$ cat src/rtl/change_pkg.sv
// Shared types and constants for the change dispenser: FSM state encoding,
// the default US coin table and the bit position of each coin in coin_onehot.
package change_pkg;

  typedef enum logic [1:0] {
    StIdle,
    StSelect,
    StDispense,
    StDone
  } state_e;

  localparam int unsigned DEF_AMT_W     = 9;
  localparam int unsigned DEF_NUM_COINS = 5;

  // Slice i holds the value of coin i; index 0 is the smallest coin.
  localparam logic [DEF_NUM_COINS*DEF_AMT_W-1:0] DEF_COIN_VALUES =
      {9'd100, 9'd50, 9'd25, 9'd10, 9'd5};

  localparam int unsigned COIN_NICKEL  = 0;
  localparam int unsigned COIN_DIME    = 1;
  localparam int unsigned COIN_QUARTER = 2;
  localparam int unsigned COIN_HALF    = 3;
  localparam int unsigned COIN_DOLLAR  = 4;

endpackage

$ cat src/rtl/change_coin_select.sv
// Combinational priority picker: finds the largest in-stock coin whose value
// does not exceed the remaining change.
module change_coin_select #(
  parameter int unsigned AMT_W     = 9,
  parameter int unsigned NUM_COINS = 5,
  parameter int unsigned IDX_W     = 3
) (
  input  logic [AMT_W-1:0]           i_rem,
  input  logic [NUM_COINS*AMT_W-1:0] i_coin_values,
  input  logic [NUM_COINS-1:0]       i_avail,
  output logic                       o_found,
  output logic [IDX_W-1:0]           o_idx
);

  // Ascending scan: the last match is the highest-valued eligible coin.
  always_comb begin
    o_found = 1'b0;
    o_idx   = '0;
    for (int i = 0; i < NUM_COINS; i++) begin
      if (i_avail[i] && (i_coin_values[i*AMT_W +: AMT_W] <= i_rem)) begin
        o_found = 1'b1;
        o_idx   = IDX_W'(i);
      end
    end
  end

endmodule

$ cat src/rtl/change_dispenser.sv
// Greedy change dispenser: pays an amount one coin per valid/ready handshake
// from a refillable per-denomination inventory and reports paid/shortfall.
module change_dispenser
  import change_pkg::*;
#(
  parameter int unsigned AMT_W     = 9,
  parameter int unsigned NUM_COINS = 5,
  parameter int unsigned CNT_W     = 4,
  parameter logic [NUM_COINS*AMT_W-1:0] COIN_VALUES = DEF_COIN_VALUES,
  localparam int unsigned IDX_W = (NUM_COINS > 1) ? $clog2(NUM_COINS) : 1
) (
  input  logic                 clk,
  input  logic                 reset_n,
  input  logic                 req_valid,
  output logic                 req_ready,
  input  logic [AMT_W-1:0]     req_amount,
  output logic                 coin_valid,
  input  logic                 coin_ready,
  output logic [NUM_COINS-1:0] coin_onehot,
  input  logic                 refill_en,
  input  logic [IDX_W-1:0]     refill_idx,
  input  logic [CNT_W-1:0]     refill_cnt,
  output logic [NUM_COINS-1:0] inv_empty,
  output logic                 done,
  output logic [AMT_W-1:0]     shortfall,
  output logic [AMT_W-1:0]     paid
);

  state_e               r_state, w_state_next;
  logic [AMT_W-1:0]     r_rem, w_rem_next;
  logic [AMT_W-1:0]     r_paid_acc, w_paid_acc_next;
  logic [AMT_W-1:0]     r_shortfall, w_shortfall_next;
  logic [AMT_W-1:0]     r_paid, w_paid_next;
  logic                 r_coin_valid, w_coin_valid_next;
  logic                 r_done, w_done_next;
  logic [NUM_COINS-1:0] r_coin_onehot, w_coin_onehot_next;
  logic [IDX_W-1:0]     r_coin_idx, w_coin_idx_next;
  logic [CNT_W-1:0]     r_inv [NUM_COINS];
  logic [CNT_W-1:0]     w_inv_next [NUM_COINS];
  logic [CNT_W:0]       w_sum [NUM_COINS];
  logic [NUM_COINS-1:0] w_avail;
  logic                 w_found;
  logic [IDX_W-1:0]     w_sel_idx;
  logic [AMT_W-1:0]     w_coin_val;
  logic                 w_handshake;

  change_coin_select #(
    .AMT_W     (AMT_W),
    .NUM_COINS (NUM_COINS),
    .IDX_W     (IDX_W)
  ) u_coin_select (
    .i_rem         (r_rem),
    .i_coin_values (COIN_VALUES),
    .i_avail       (w_avail),
    .o_found       (w_found),
    .o_idx         (w_sel_idx)
  );

  assign w_handshake = (r_state == StDispense) && coin_ready;
  assign w_coin_val  = COIN_VALUES[r_coin_idx*AMT_W +: AMT_W];

  always_comb begin
    w_state_next       = r_state;
    w_rem_next         = r_rem;
    w_paid_acc_next    = r_paid_acc;
    w_shortfall_next   = r_shortfall;
    w_paid_next        = r_paid;
    w_coin_valid_next  = r_coin_valid;
    w_coin_onehot_next = r_coin_onehot;
    w_coin_idx_next    = r_coin_idx;
    w_done_next        = 1'b0;
    unique case (r_state)
      StIdle: begin
        if (req_valid) begin
          w_rem_next      = req_amount;
          w_paid_acc_next = '0;
          w_state_next    = StSelect;
        end
      end
      StSelect: begin
        // rem==0 never finds a coin (all values nonzero), so it lands here too.
        if (w_found) begin
          w_coin_onehot_next = NUM_COINS'(1) << w_sel_idx;
          w_coin_valid_next  = 1'b1;
          w_coin_idx_next    = w_sel_idx;
          w_state_next       = StDispense;
        end else begin
          w_shortfall_next = r_rem;
          w_paid_next      = r_paid_acc;
          w_done_next      = 1'b1;
          w_state_next     = StDone;
        end
      end
      StDispense: begin
        if (coin_ready) begin
          w_rem_next         = r_rem - w_coin_val;
          w_paid_acc_next    = r_paid_acc + w_coin_val;
          w_coin_valid_next  = 1'b0;
          w_coin_onehot_next = '0;
          w_state_next       = StSelect;
        end
      end
      StDone:  w_state_next = StIdle;
      default: w_state_next = StIdle;
    endcase
  end

  // Refill and dispense on the same slot combine before saturating.
  always_comb begin
    for (int i = 0; i < NUM_COINS; i++) begin
      w_sum[i] = {1'b0, r_inv[i]};
      if (refill_en && (refill_idx == IDX_W'(i))) begin
        w_sum[i] = w_sum[i] + {1'b0, refill_cnt};
      end
      if (w_handshake && (r_coin_idx == IDX_W'(i))) begin
        w_sum[i] = w_sum[i] - (CNT_W+1)'(1);
      end
      w_inv_next[i] = w_sum[i][CNT_W] ? '1 : w_sum[i][CNT_W-1:0];
      w_avail[i]    = (r_inv[i] != '0);
    end
  end

  always_ff @(posedge clk or negedge reset_n) begin
    if (!reset_n) begin
      r_state       <= StIdle;
      r_rem         <= '0;
      r_paid_acc    <= '0;
      r_shortfall   <= '0;
      r_paid        <= '0;
      r_coin_valid  <= 1'b0;
      r_coin_onehot <= '0;
      r_coin_idx    <= '0;
      r_done        <= 1'b0;
      for (int i = 0; i < NUM_COINS; i++) r_inv[i] <= '0;
    end else begin
      r_state       <= w_state_next;
      r_rem         <= w_rem_next;
      r_paid_acc    <= w_paid_acc_next;
      r_shortfall   <= w_shortfall_next;
      r_paid        <= w_paid_next;
      r_coin_valid  <= w_coin_valid_next;
      r_coin_onehot <= w_coin_onehot_next;
      r_coin_idx    <= w_coin_idx_next;
      r_done        <= w_done_next;
      for (int i = 0; i < NUM_COINS; i++) r_inv[i] <= w_inv_next[i];
    end
  end

  assign req_ready   = (r_state == StIdle);
  assign coin_valid  = r_coin_valid;
  assign coin_onehot = r_coin_onehot;
  assign done        = r_done;
  assign shortfall   = r_shortfall;
  assign paid        = r_paid;
  assign inv_empty   = ~w_avail;

endmodule

$ cat config.mk
export PLATFORM = sky130hd
export DESIGN_NAME = change_dispenser
export DESIGN_NICKNAME = d
export VERILOG_FILES = /design/src/rtl/change_pkg.sv /design/src/rtl/change_coin_select.sv /design/src/rtl/change_dispenser.sv
export SDC_FILE = /design/constraint.sdc
export NUM_CORES = 1
export LEC_CHECK = 0
export BUFFER_PORTS_ARGS = -buffer_cell sky130_fd_sc_hd__buf_2
export CAP_MARGIN = 15
export CORE_MARGIN = 1.5
export CORE_UTILIZATION = 27
export DETAILED_ROUTE_END_ITERATION = 8
export GPL_ROUTABILITY_DRIVEN = 0
export PLACE_DENSITY = 0.4
export SLEW_MARGIN = 20
export SYNTH_ARGS = -nofsm -noshare
export SYNTH_HDL_FRONTEND = slang
export SYNTH_HIERARCHICAL = 1
export SYNTH_SLANG_ARGS = --single-unit
$ cat constraint.sdc
create_clock -name clk -period 3.87 [get_ports clk]
set_input_delay 0.387 -clock clk [delete_from_list [all_inputs] [get_ports clk]]
set_output_delay 0.387 -clock clk [all_outputs]
set_load 0.005 [all_outputs]
==> results of run 1 <==
[power groups by stage]
stage / sequential (mW) / clock (mW) / combinational, mW
after global routing: 1.39 / 0.909 / 3.51
final: 1.33 / 0.845 / 3.06
after global placement: 1.33 / 0 / 3.00
after floorplan: 1.22 / 0 / 2.32
after CTS: 1.33 / 0.876 / 3.07
after detailed placement: 1.34 / 0 / 3.05
[cells in the mapped netlist (16+ instances only)]
cell type | n | area [um^2]
sky130_fd_sc_hd__nand2_1 | 56 | 210
sky130_fd_sc_hd__xor2_1 | 16 | 140
sky130_fd_sc_hd__o21ai_0 | 25 | 125
sky130_fd_sc_hd__nand2b_1 | 23 | 144
sky130_fd_sc_hd__mux2i_1 | 20 | 200
sky130_fd_sc_hd__nand3_1 | 31 | 155
sky130_fd_sc_hd__dfrtp_1 | 68 | 1700
sky130_fd_sc_hd__a21oi_1 | 33 | 165
sky130_fd_sc_hd__ha_1 | 88 | 1100
sky130_fd_sc_hd__inv_1 | 37 | 139
sky130_fd_sc_hd__mux2_2 | 19 | 214
sky130_fd_sc_hd__nor2_1 | 29 | 109
[per-layer routing]
layer | wire length, um | vias to the layer above
met2 | 7740 | 67
met4 | 308 | 0
met1 | 8320 | 2475
met3 | 388 | 19
met5 | 0 | -
li1 | - | 2556
[sequential cells by signal, summed over array words and instances, names as in the netlist]
register,count
coin_onehot,5
coin_valid,1
done,1
paid,9
r_coin_idx,3
r_inv,20
r_paid_acc,9
r_rem,9
r_state,2
shortfall,9
[cell families (layout without fill, tap and decap cells)]
kind of cell,Yosys count,after routing,share of synthesized area
buf+inv,54,107,0.0372
fa+ha+maj,95,95,0.204
simple gates,233,233,0.218
xor+xnor,28,28,0.0402
flops,68,68,0.279
compound gates,138,138,0.153
mux,39,39,0.0680
other cells,2,45,0.00123
[layout make-up]
| class | instances | area, um^2 |
|---|---|---|
| repair buffers | 55 | 300 |
| fillers | 2271 | 14800 |
| clock buffers | 11 | 243 |
| inverters | 37 | 139 |
| well taps | 280 | 350 |
| multi-input cells | 578 | 4330 |
| flip-flops and latches | 68 | 1700 |
| clock inverters | 4 | 50.0 |
[metrics by stage]
step | setup slack (ns) | instances
after floorplan | 1.20 | 700
after global placement | 0.795 | 1018
after detailed placement | 0.746 | 1018
after CTS | 0.715 | 1033
after global routing | 0.493 | 1033
final | 0.766 | 1033
[worst max-delay path by stage]
stage                   from           end  slack, ns
6_report            r_rem[6]       paid[6]       0.77
5_1_grt        r_coin_idx[1]      r_rem[8]       0.49
4_1_cts             r_rem[6]       paid[5]       0.71
3_5_place_dp        r_rem[6]       paid[6]       0.75
3_3_place_gp        r_rem[6]  shortfall[7]       0.80
2_1_floorplan       r_inv[3]       paid[8]       1.20
==> summary.md, run 1 <==
| Metric | Value |
|---|---|
| Result of the run | `complete, but fails checks` |
| Violated checks | `design-rule violations` |
| Setup repair bufs after CTS | `0` |
| Worst endpoint data arrival time | `3.33 ns` |
| Part of the power in registers | `0.254` |
| Hold Fails Final Rpt | `0` |
| Clock Path Buffers | `2` |
| Class of the worst hold path | `in2async` |
| Vias post-DR | `approximately 5100` |
| Effective utilization at floorplan | `0.277` |
| Leakage Power | `3.46 nW` |
| Worst Max-Slew Pin Slew | `0.978 ns` |
| Total placed instance area | `6820 um^2` |
| Number of warnings printed during yosys synthesis | `6` |
| Combinational share of power | `0.584` |
| GR Util met3 | `0.0261` |
| Maximum Capacitance Violations | `0` |
| Library cell used as clock root buffer | `sky130_fd_sc_hd__clkbuf_16` |
| Post-Route Skew | `0.0112 ns` |
| Worst IR drop on VDD | `0.308 mV` |
| Length of the first detailed-routing pass in iterations | `6` |
| Clock-pin slew on the worst setup and hold paths | `roughly 0.060 ns` |
| Fraction of met2 tracks used by global routing | `0.242` |
| Share of the core filled with cells | `0.324` |
| Timing-limited maximum frequency | `0.322 GHz` |
| Half-perimeter wire length after placement | `about 13 mm` |
| Headroom to the max-slew limit | `0.348` |
| Endpoint required time on the critical path | `4.10 ns` |
| Final setup violating endpoints | `0` |
| Hold buffer count at cts | `0` |
| Count of clock tree sinks | `68` |
| Number of synthesized flops with an enable pin | `0` |
| H-tree depth | `3` |
| Count of port buffers added during placement | `51` |
| Post-detailed-route count of antenna-violating nets | `0` |
| Start of the worst register-to-register path | `r_rem[6]` |
| Total wire length after detailed routing | `16.8 mm` |
| Cell with the largest stage delay on the worst path | `sky130_fd_sc_hd__nor2_2` |
| Chip Width | `roughly 150 um` |
| Sequential cell area fraction in the yosys report | `0.279` |
| Min Hold Slack | `between 0.15 and 0.2 ns` |
| Antenna violations before repair | `0` |
| Total CTS buffers | `9` |
| Layout-stage area growth over the synthesis result | `16.7%` |
| Buffers & Inverters on Critical Path | `2` |
| Post-layout net count | `865` |
| Average wire per cell in the routed design | `about 16 um` |
| Layout cells sized above 1 | `0.139` |
| Area of the mapped netlist | `roughly 6100 um^2` |
| Total chip power | `roughly 5.2 mW` |
| Maximum net fanout on the critical path | `13` |
| Prevailing post-synth register cell | `sky130_fd_sc_hd__dfrtp_1` |
| Power share of the clock group | `0.162` |
| Maximum single-stage delay on the critical path | `0.51 ns` |
| Net Sw Frac | `0.464` |
| Sw power | `2.43 mW` |
| Library cells used by synthesis | `67` |
| Number of top-level pins | `52` |
| Reg-to-reg slack, setup | `around 0.77 ns` |
| Clk Latency, worst-skew pair | `0.35 ns` |
| Largest net degree at the start of global routing | `69` |
| Vias in the first global route | `5098` |
| RSZ-0062 raised after global routing | `false` |
| Portion of the clock cycle consumed by the worst path in the final layout | `0.802` |
| Min cycle time layout | `3.10 ns` |
| Logic depth of the worst register-to-register path | `11` |
| DRC violation count after routing | `2` |
| Power per standard cell area | `roughly 740 nW/um^2` |
| Antenna fix cells | `0` |
| Cell chain of the critical path | `inv_1, ha_1, o21a_1, o211ai_1, a21oi_1, o21ai_2, nor3_1, nand3_1, nor2_2, buf_12, mux2_2` |
| Die footprint | `23500 um^2` |
| Post-cts gate resize count | `0` |
| Remaining Overflow, GRT | `0` |
| Type of destination of the critical path | `flip-flop` |
| Dominant delay contributor by cell family on the critical path | `simple AND/OR/NAND/NOR gates` |
| Max-slew violation count | `0` |
| Number of stages on the worst setup path | `11` |
| Design Area, Final | `7110 um^2` |
| Cells after synthesis | `657` |
| Critical path type | `reg2reg` |
| Mean Syn Cell Area | `9.27 um^2` |
| Die height | `153 um` |
| Worst flop-to-flop path endpoint | `paid[6]` |
| Met1 GRT Util | `0.201` |
| Most Used Layer, Global Route | `met2` |
| Crit path launch type | `flip-flop` |
| FP Rows | `54` |
| First-pass GRT wire length | `27.5 mm` |
| Commonest cells after routing, fill and taps aside | `sky130_fd_sc_hd__ha_1, sky130_fd_sc_hd__dfrtp_1, sky130_fd_sc_hd__nand2_1` |
| Total negative slack | `0 ns` |
| Internal power | `2.80 mW` |
| Share of async-settable or async-resettable flops after synthesis | `1.00` |
| Core ar. | `22000 um^2` |
| Iteration-0 DRC count of the detailed router | `roughly 220` |
| GR Util All Layers | `0.150` |
| Count of state elements after synthesis | `68` |
| CTS tree | `yes` |
| Most common library cell in the layout ignoring fill and taps | `sky130_fd_sc_hd__ha_1` |
| Avg Vias per Cell | `about 5` |
(Power assumes the default switching activity.)
==> inputs of run 2 (changes only) <==
- PLACE_DENSITY: 0.4 -> 0.42
- clock period: 3.87 -> 2.71 ns (I/O delays scaled with it)
==> run 2 against run 1 <==
Effect of this change:
- final cell count is 4.0% higher
- the flow still finishes with violations (design-rule violations)
- wire length is 2.4% higher
- clock power is 69% higher
- critical path depth is 3 lower
- critical path type unchanged
- die area stayed put
- cell area is 6.1% higher
==> summary.md, run 2 (synthesis results as in run 1) <==
| Metric | Value |
|---|---|
| Post-layout net count | `905` |
| Total CTS buffers | `9` |
| Count of port buffers added during placement | `approximately 50` |
| Hold Fails Final Rpt | `0` |
| Portion of the clock cycle consumed by the worst path in the final layout | `0.949` |
| Remaining Overflow, GRT | `0` |
| Number of top-level pins | `52` |
| Critical path's most frequent cell | `sky130_fd_sc_hd__ha_1` |
| Total area of multi-input combinational cells | `4390 um^2` |
| Worst Max-Slew Pin Slew | `0.918 ns` |
| Vias in the first global route | `5488` |
| Chip Width | `153 um` |
| Endpoint required time on the critical path | `2.94 ns` |
| Half-perimeter wire length after placement | `13.6 mm` |
| CP endpoint | `r_inv[1]` |
| Final setup violating endpoints | `0` |
| Avg Vias per Cell | `a little under 5` |
| Post-Route Skew | `between 0.009 and 0.01 ns` |
| Length of the first detailed-routing pass in iterations | `6` |
| CTS tree | `yes` |
| Max-slew violation count | `0` |
| Critical path type | `reg2reg` |
| Result of the run | `complete, but fails checks` |
| GR Util All Layers | `0.153` |
| Worst IR drop on VDD | `0.420 mV` |
| Layout cells sized above 1 | `0.205` |
| Cell with the largest stage delay on the worst path | `sky130_fd_sc_hd__fa_1` |
| Final cell count without fillers | `1074` |
| Antenna violations before repair | `0` |
| Headroom to the max-slew limit | `0.388` |
| Cell chain of the critical path | `ha_1, fa_1, mux2i_2, ha_1, and4_2, mux2i_1, or3_4, or2_1` |
| Maximum single-stage delay on the critical path | `0.46 ns` |
| DRC violation count after routing | `1` |
| Final-layout fill cell count | `approximately 2300` |
| Most common library cell in the layout ignoring fill and taps | `sky130_fd_sc_hd__ha_1` |
| Clock Path Buffers | `2` |
| Post-detailed-route count of antenna-violating nets | `0` |
| Start of the worst register-to-register path | `r_inv[0]` |
| Largest register by flop count | `r_inv` |
| Die height | `about 150 um` |
| Worst endpoint data arrival time | `about 2.8 ns` |
| Logic depth of the worst register-to-register path | `8` |
| H-tree depth | `3` |
| Leakage Power | `3.69 nW` |
| Worst flop-to-flop path endpoint | `r_inv[1]` |
| Clk Latency, worst-skew pair | `~0.34 ns` |
| Setup Slack @ Placement | `-0.102 ns` |
| Total placed instance area | `about 7000 um^2` |
| Reg-to-reg slack, setup | `approximately 0.14 ns` |
| Maximum net fanout on the critical path | `4` |
| FP Rows | `54` |
| Average wire per cell in the routed design | `16.0 um` |
| Clock-pin slew on the worst setup and hold paths | `0.06 ns` |
| First-pass GRT wire length | `~28 mm` |
| Type of destination of the critical path | `flip-flop` |
| Die footprint | `23500 um^2` |
| Antenna fix cells | `0` |
| Iteration-0 DRC count of the detailed router | `212` |
| Commonest cells after routing, fill and taps aside | `sky130_fd_sc_hd__ha_1, sky130_fd_sc_hd__dfrtp_1, sky130_fd_sc_hd__nand2_1` |
| Maximum Capacitance Violations | `0` |
| Area used by sequential logic in the layout | `1700 um^2` |
| Largest register FFs | `20` |
| Min cycle time layout | `2.57 ns` |
| Cell total after placement | `1056` |
| Total wire length after detailed routing | `17.1 mm` |
| Design Area, Final | `7540 um^2` |
| Largest net degree at the start of global routing | `69` |
| Violated checks | `design-rule violations` |
| Total chip power | `8.21 mW` |
| Library cell used as clock root buffer | `sky130_fd_sc_hd__clkbuf_16` |
| Layout-stage area growth over the synthesis result | `23.8%` |
| Total negative slack | `0 ns` |
| Crit path launch type | `flip-flop` |
| Timing-limited maximum frequency | `0.389 GHz` |
| Hold buffer count at cts | `0` |
| Count of clock tree sinks | `between 60 and 70` |
| Core ar. | `~22000 um^2` |
| Class of the worst hold path | `in2async` |
| Power per standard cell area | `1090 nW/um^2` |
| Vias post-DR | `approximately 5300` |
| Worst setup margin | `roughly 0.14 ns` |
| Critical Path Source | `r_inv[0]` |
| Effective utilization at floorplan | `0.277` |
==> run 2: changes by cell type in the layout (fill, tap and decap cells not counted), moves of 2 or more <==
cell                         before  now
sky130_fd_sc_hd__a21oi_2          5    8
sky130_fd_sc_hd__buf_4            4   44
sky130_fd_sc_hd__clkinvlp_4       2    0
sky130_fd_sc_hd__inv_2            0    2
sky130_fd_sc_hd__a21oi_1         33   30
sky130_fd_sc_hd__inv_1           37   35
sky130_fd_sc_hd__nor2_1          29   27
sky130_fd_sc_hd__clkinv_4         0    2
sky130_fd_sc_hd__bufinv_16        1    3
==> run 2: timing repair <==
action	4_1_cts	5_1_grt
pin swaps	1	5
gates resized for setup	3	15
hold endpoints to repair	0	0
setup buffers	0	2
setup endpoints to repair	19	30
==> run 2: layout make-up <==
class                      count  area share
sequential                    68       0.226
tap                          280      0.0465
multi-input combinational    578       0.582
inverter                      37      0.0184
clock inverter                 5      0.0143
clock buffer                  11      0.0335
timing repair buffer          95      0.0796
==> run 2: stage by stage <==
step | hold slack, ns | utilization
2_1_floorplan | -0.0246 | -
3_3_place_gp | 0.466 | 0.323
3_5_place_dp | 0.475 | 0.323
4_1_cts | 0.103 | 0.341
5_1_grt | 0.121 | 0.343
6_report | 0.0630 | 0.343
==> run 2: power by group <==
| group | internal [mW] | switching (mW) |
|---|---|---|
| clock | 0.953 | 0.481 |
| combinational | 2.20 | 2.74 |
| sequential | 1.43 | 0.406 |
| total | 4.59 | 3.62 |
==> run 2: worst min-delay path by stage <==
stage	to
after floorplan	coin_onehot[0]
after global placement	r_inv[19]
after detailed placement	coin_valid
after CTS	paid[4]
after global routing	r_paid_acc[4]
final	paid[4]
==> run 2: worst max-delay path, delay by kind of cell, from the launching register on <==
family	cells	cell delay [ns]
flops	1	0.41
simple gates	3	0.90
mux	2	0.30
fa+ha+maj	3	0.85
==> run 2: layer usage <==
layer	up-vias	GRT usage	part of all wire
li1	2633	-	-
met4	0	0.0630	0.029
met2	88	0.260	0.48
met1	2529	0.195	0.47
met3	30	0.0232	0.028
met5	-	0	0
==> inputs of run 3 (changes only) <==
- MAX_ROUTING_LAYER: default -> met4
==> run 3 against run 2 <==
Effect of this change:
- the run still ends with design-rule violations left
- first-iteration DRC count rose by 3.8%
- utilization did not move
- worst hold slack got worse by 0.014 ns
- global-route usage rose by 0.48 points
- critical path depth did not move
- critical path type unchanged
- largest cell class unchanged
==> summary.md, run 3 (synthesis results as in run 1) <==
| Metric | Value |
|---|---|
| Reg-to-reg slack, setup | `0.14 ns` |
| Final setup violating endpoints | `0` |
| Post-detailed-route count of antenna-violating nets | `0` |
| Headroom to the max-slew limit | `0.395` |
| Area used by sequential logic in the layout | `1700 um^2` |
| Largest register FFs | `20` |
| Vias post-DR | `5260` |
| Length of the first detailed-routing pass in iterations | `6` |
| Final-layout fill cell count | `2266` |
| Maximum net fanout on the critical path | `4` |
| CTS tree | `yes` |
| Timing-limited maximum frequency | `0.389 GHz` |
| Die height | `roughly 150 um` |
| Clock Path Buffers | `2` |
| Min cycle time layout | `2.57 ns` |
| Maximum single-stage delay on the critical path | `0.46 ns` |
| DRC violation count after routing | `1` |
| H-tree depth | `3` |
| Total wire length after detailed routing | `around 17 mm` |
| Library cell used as clock root buffer | `sky130_fd_sc_hd__clkbuf_16` |
| Half-perimeter wire length after placement | `13.6 mm` |
| Cell chain of the critical path | `ha_1, fa_1, mux2i_2, ha_1, and4_2, mux2i_1, or3_4, or2_1` |
| Total CTS buffers | `9` |
| Internal power | `approximately 4.6 mW` |
| Crit path launch type | `flip-flop` |
| Total area of multi-input combinational cells | `4390 um^2` |
| Count of clock tree sinks | `68` |
| GR Util All Layers | `0.158` |
| Chip Width | `153 um` |
| Post-Route Skew | `0.00911 ns` |
| Avg Vias per Cell | `4.90` |
| FP Rows | `54` |
| Cell total after placement | `between 1000 and 1500` |
| Combinational share of power | `0.602` |
| Effective utilization at floorplan | `0.277` |
| Antenna violations before repair | `0` |
| Total placed instance area | `7100 um^2` |
| Violated checks | `design-rule violations` |
| Remaining Overflow, GRT | `0` |
| Layout-stage area growth over the synthesis result | `23.8%` |
| Leakage Power | `3.69 nW` |
| Vias in the first global route | `5471` |
| Cell with the largest stage delay on the worst path | `sky130_fd_sc_hd__fa_1` |
| Antenna fix cells | `0` |
| Portion of the clock cycle consumed by the worst path in the final layout | `0.949` |
| Hold Fails Final Rpt | `0` |
| Result of the run | `complete, but fails checks` |
| Share of the core filled with cells | `0.343` |
| Core ar. | `22000 um^2` |
| Largest register by flop count | `r_inv` |
| Part of the power in registers | `0.224` |
| Worst endpoint data arrival time | `approximately 2.8 ns` |
| Layout cells sized above 1 | `0.205` |
| Critical Path Source | `r_inv[0]` |
| Clk Latency, worst-skew pair | `approximately 0.35 ns` |
| Number of top-level pins | `between 50 and 60` |
| Critical path's most frequent cell | `sky130_fd_sc_hd__ha_1` |
| Worst IR drop on VDD | `0.420 mV` |
| Net Sw Frac | `0.442` |
| Iteration-0 DRC count of the detailed router | `220` |
| Class of the worst hold path | `in2async` |
| Final cell count without fillers | `1074` |
| Count of port buffers added during placement | `51` |
| Critical path type | `reg2reg` |
| Largest net degree at the start of global routing | `69` |
| Start of the worst register-to-register path | `r_inv[0]` |
| Power per standard cell area | `1090 nW/um^2` |
| Average wire per cell in the routed design | `16.0 um` |
| Maximum Capacitance Violations | `0` |
| Power share of the clock group | `0.175` |
| Sw power | `3.63 mW` |
| Commonest cells after routing, fill and taps aside | `sky130_fd_sc_hd__ha_1, sky130_fd_sc_hd__dfrtp_1, sky130_fd_sc_hd__nand2_1` |
| Most common library cell in the layout ignoring fill and taps | `sky130_fd_sc_hd__ha_1` |
| Die footprint | `23500 um^2` |
| Design Area, Final | `7540 um^2` |
| Type of destination of the critical path | `flip-flop` |
| Post-layout net count | `approximately 900` |
| Worst Max-Slew Pin Slew | `0.908 ns` |
| Endpoint required time on the critical path | `2.95 ns` |
| Max-slew violation count | `0` |
| First-pass GRT wire length | `28.5 mm` |
| Clock-pin slew on the worst setup and hold paths | `0.06 ns` |
-- run 3: cell counts in the layout (fill, tap and decap cells not counted) --
No cell type changed its count.
-- run 3: layer usage --
metal | routed length, um | vias up | GRT usage
met1 | 8110 | 2514 | 0.196
met2 | 8140 | 79 | 0.260
li1 | - | 2634 | -
met5 | 0 | - | -
met4 | 488 | 0 | 0.0630
met3 | 414 | 33 | 0.0218
-- run 3: path summary, 6_finish.rpt --
check / endpoint / cells past startpoint
setup reg to reg: r_inv[1] / 8
min in group clk: r_rem[8] / 3
hold / removal: r_paid_acc[4] / 1
max in group asynchronous: shortfall[2] / 1
hold reg to reg: coin_valid / 2
setup / recovery: r_inv[1] / 8
-- run 3: layout make-up --
class / count / share of cell area
clock inverter: 5 / 0.0143
multi-input combinational: 578 / 0.582
inverter: 37 / 0.0184
sequential: 68 / 0.226
tap: 280 / 0.0465
timing repair buffer: 95 / 0.0796
clock buffer: 11 / 0.0335
-- run 3: what timing repair did --
action / 4_1_cts / 5_1_grt
pin swaps: 1 / 5
cloned: 0 / 0
resized for setup: 3 / 15
hold buffers: 0 / 0
setup endpoints to repair: 19 / 30
hold endpoints to repair: 0 / 0
setup buffers: 0 / 2
-- run 3: stage by stage --
stage	power, mW	setup TNS, ns	hold slack [ns]	worst slack, ns
global placement	6.54	-1.69	0.466	-0.0959
global route	9.06	-0.0102	0.124	-0.00657
floorplan	5.05	0	-0.0246	0.0394
finish	8.22	0	0.0490	0.138
CTS	8.15	0	0.103	0.0107
detailed placement	6.64	-1.45	0.475	-0.102
-- run 3: power by group through the flow --
| stage | clock network, mW | logic [mW] | registers, mW |
|---|---|---|---|
| 2_1_floorplan | 0 | 3.32 | 1.74 |
| 3_3_place_gp | 0 | 4.69 | 1.84 |
| 3_5_place_dp | 0 | 4.80 | 1.85 |
| 4_1_cts | 1.47 | 4.85 | 1.83 |
| 5_1_grt | 1.51 | 5.63 | 1.91 |
| 6_report | 1.44 | 4.95 | 1.84 |
-- run 3: worst max-delay path, delay by kind of cell (launching register included) --
kind          cells  cell delay (ns)
fa+ha+maj         3             0.85
flops             1             0.40
mux               2             0.30
simple gates      3             0.90
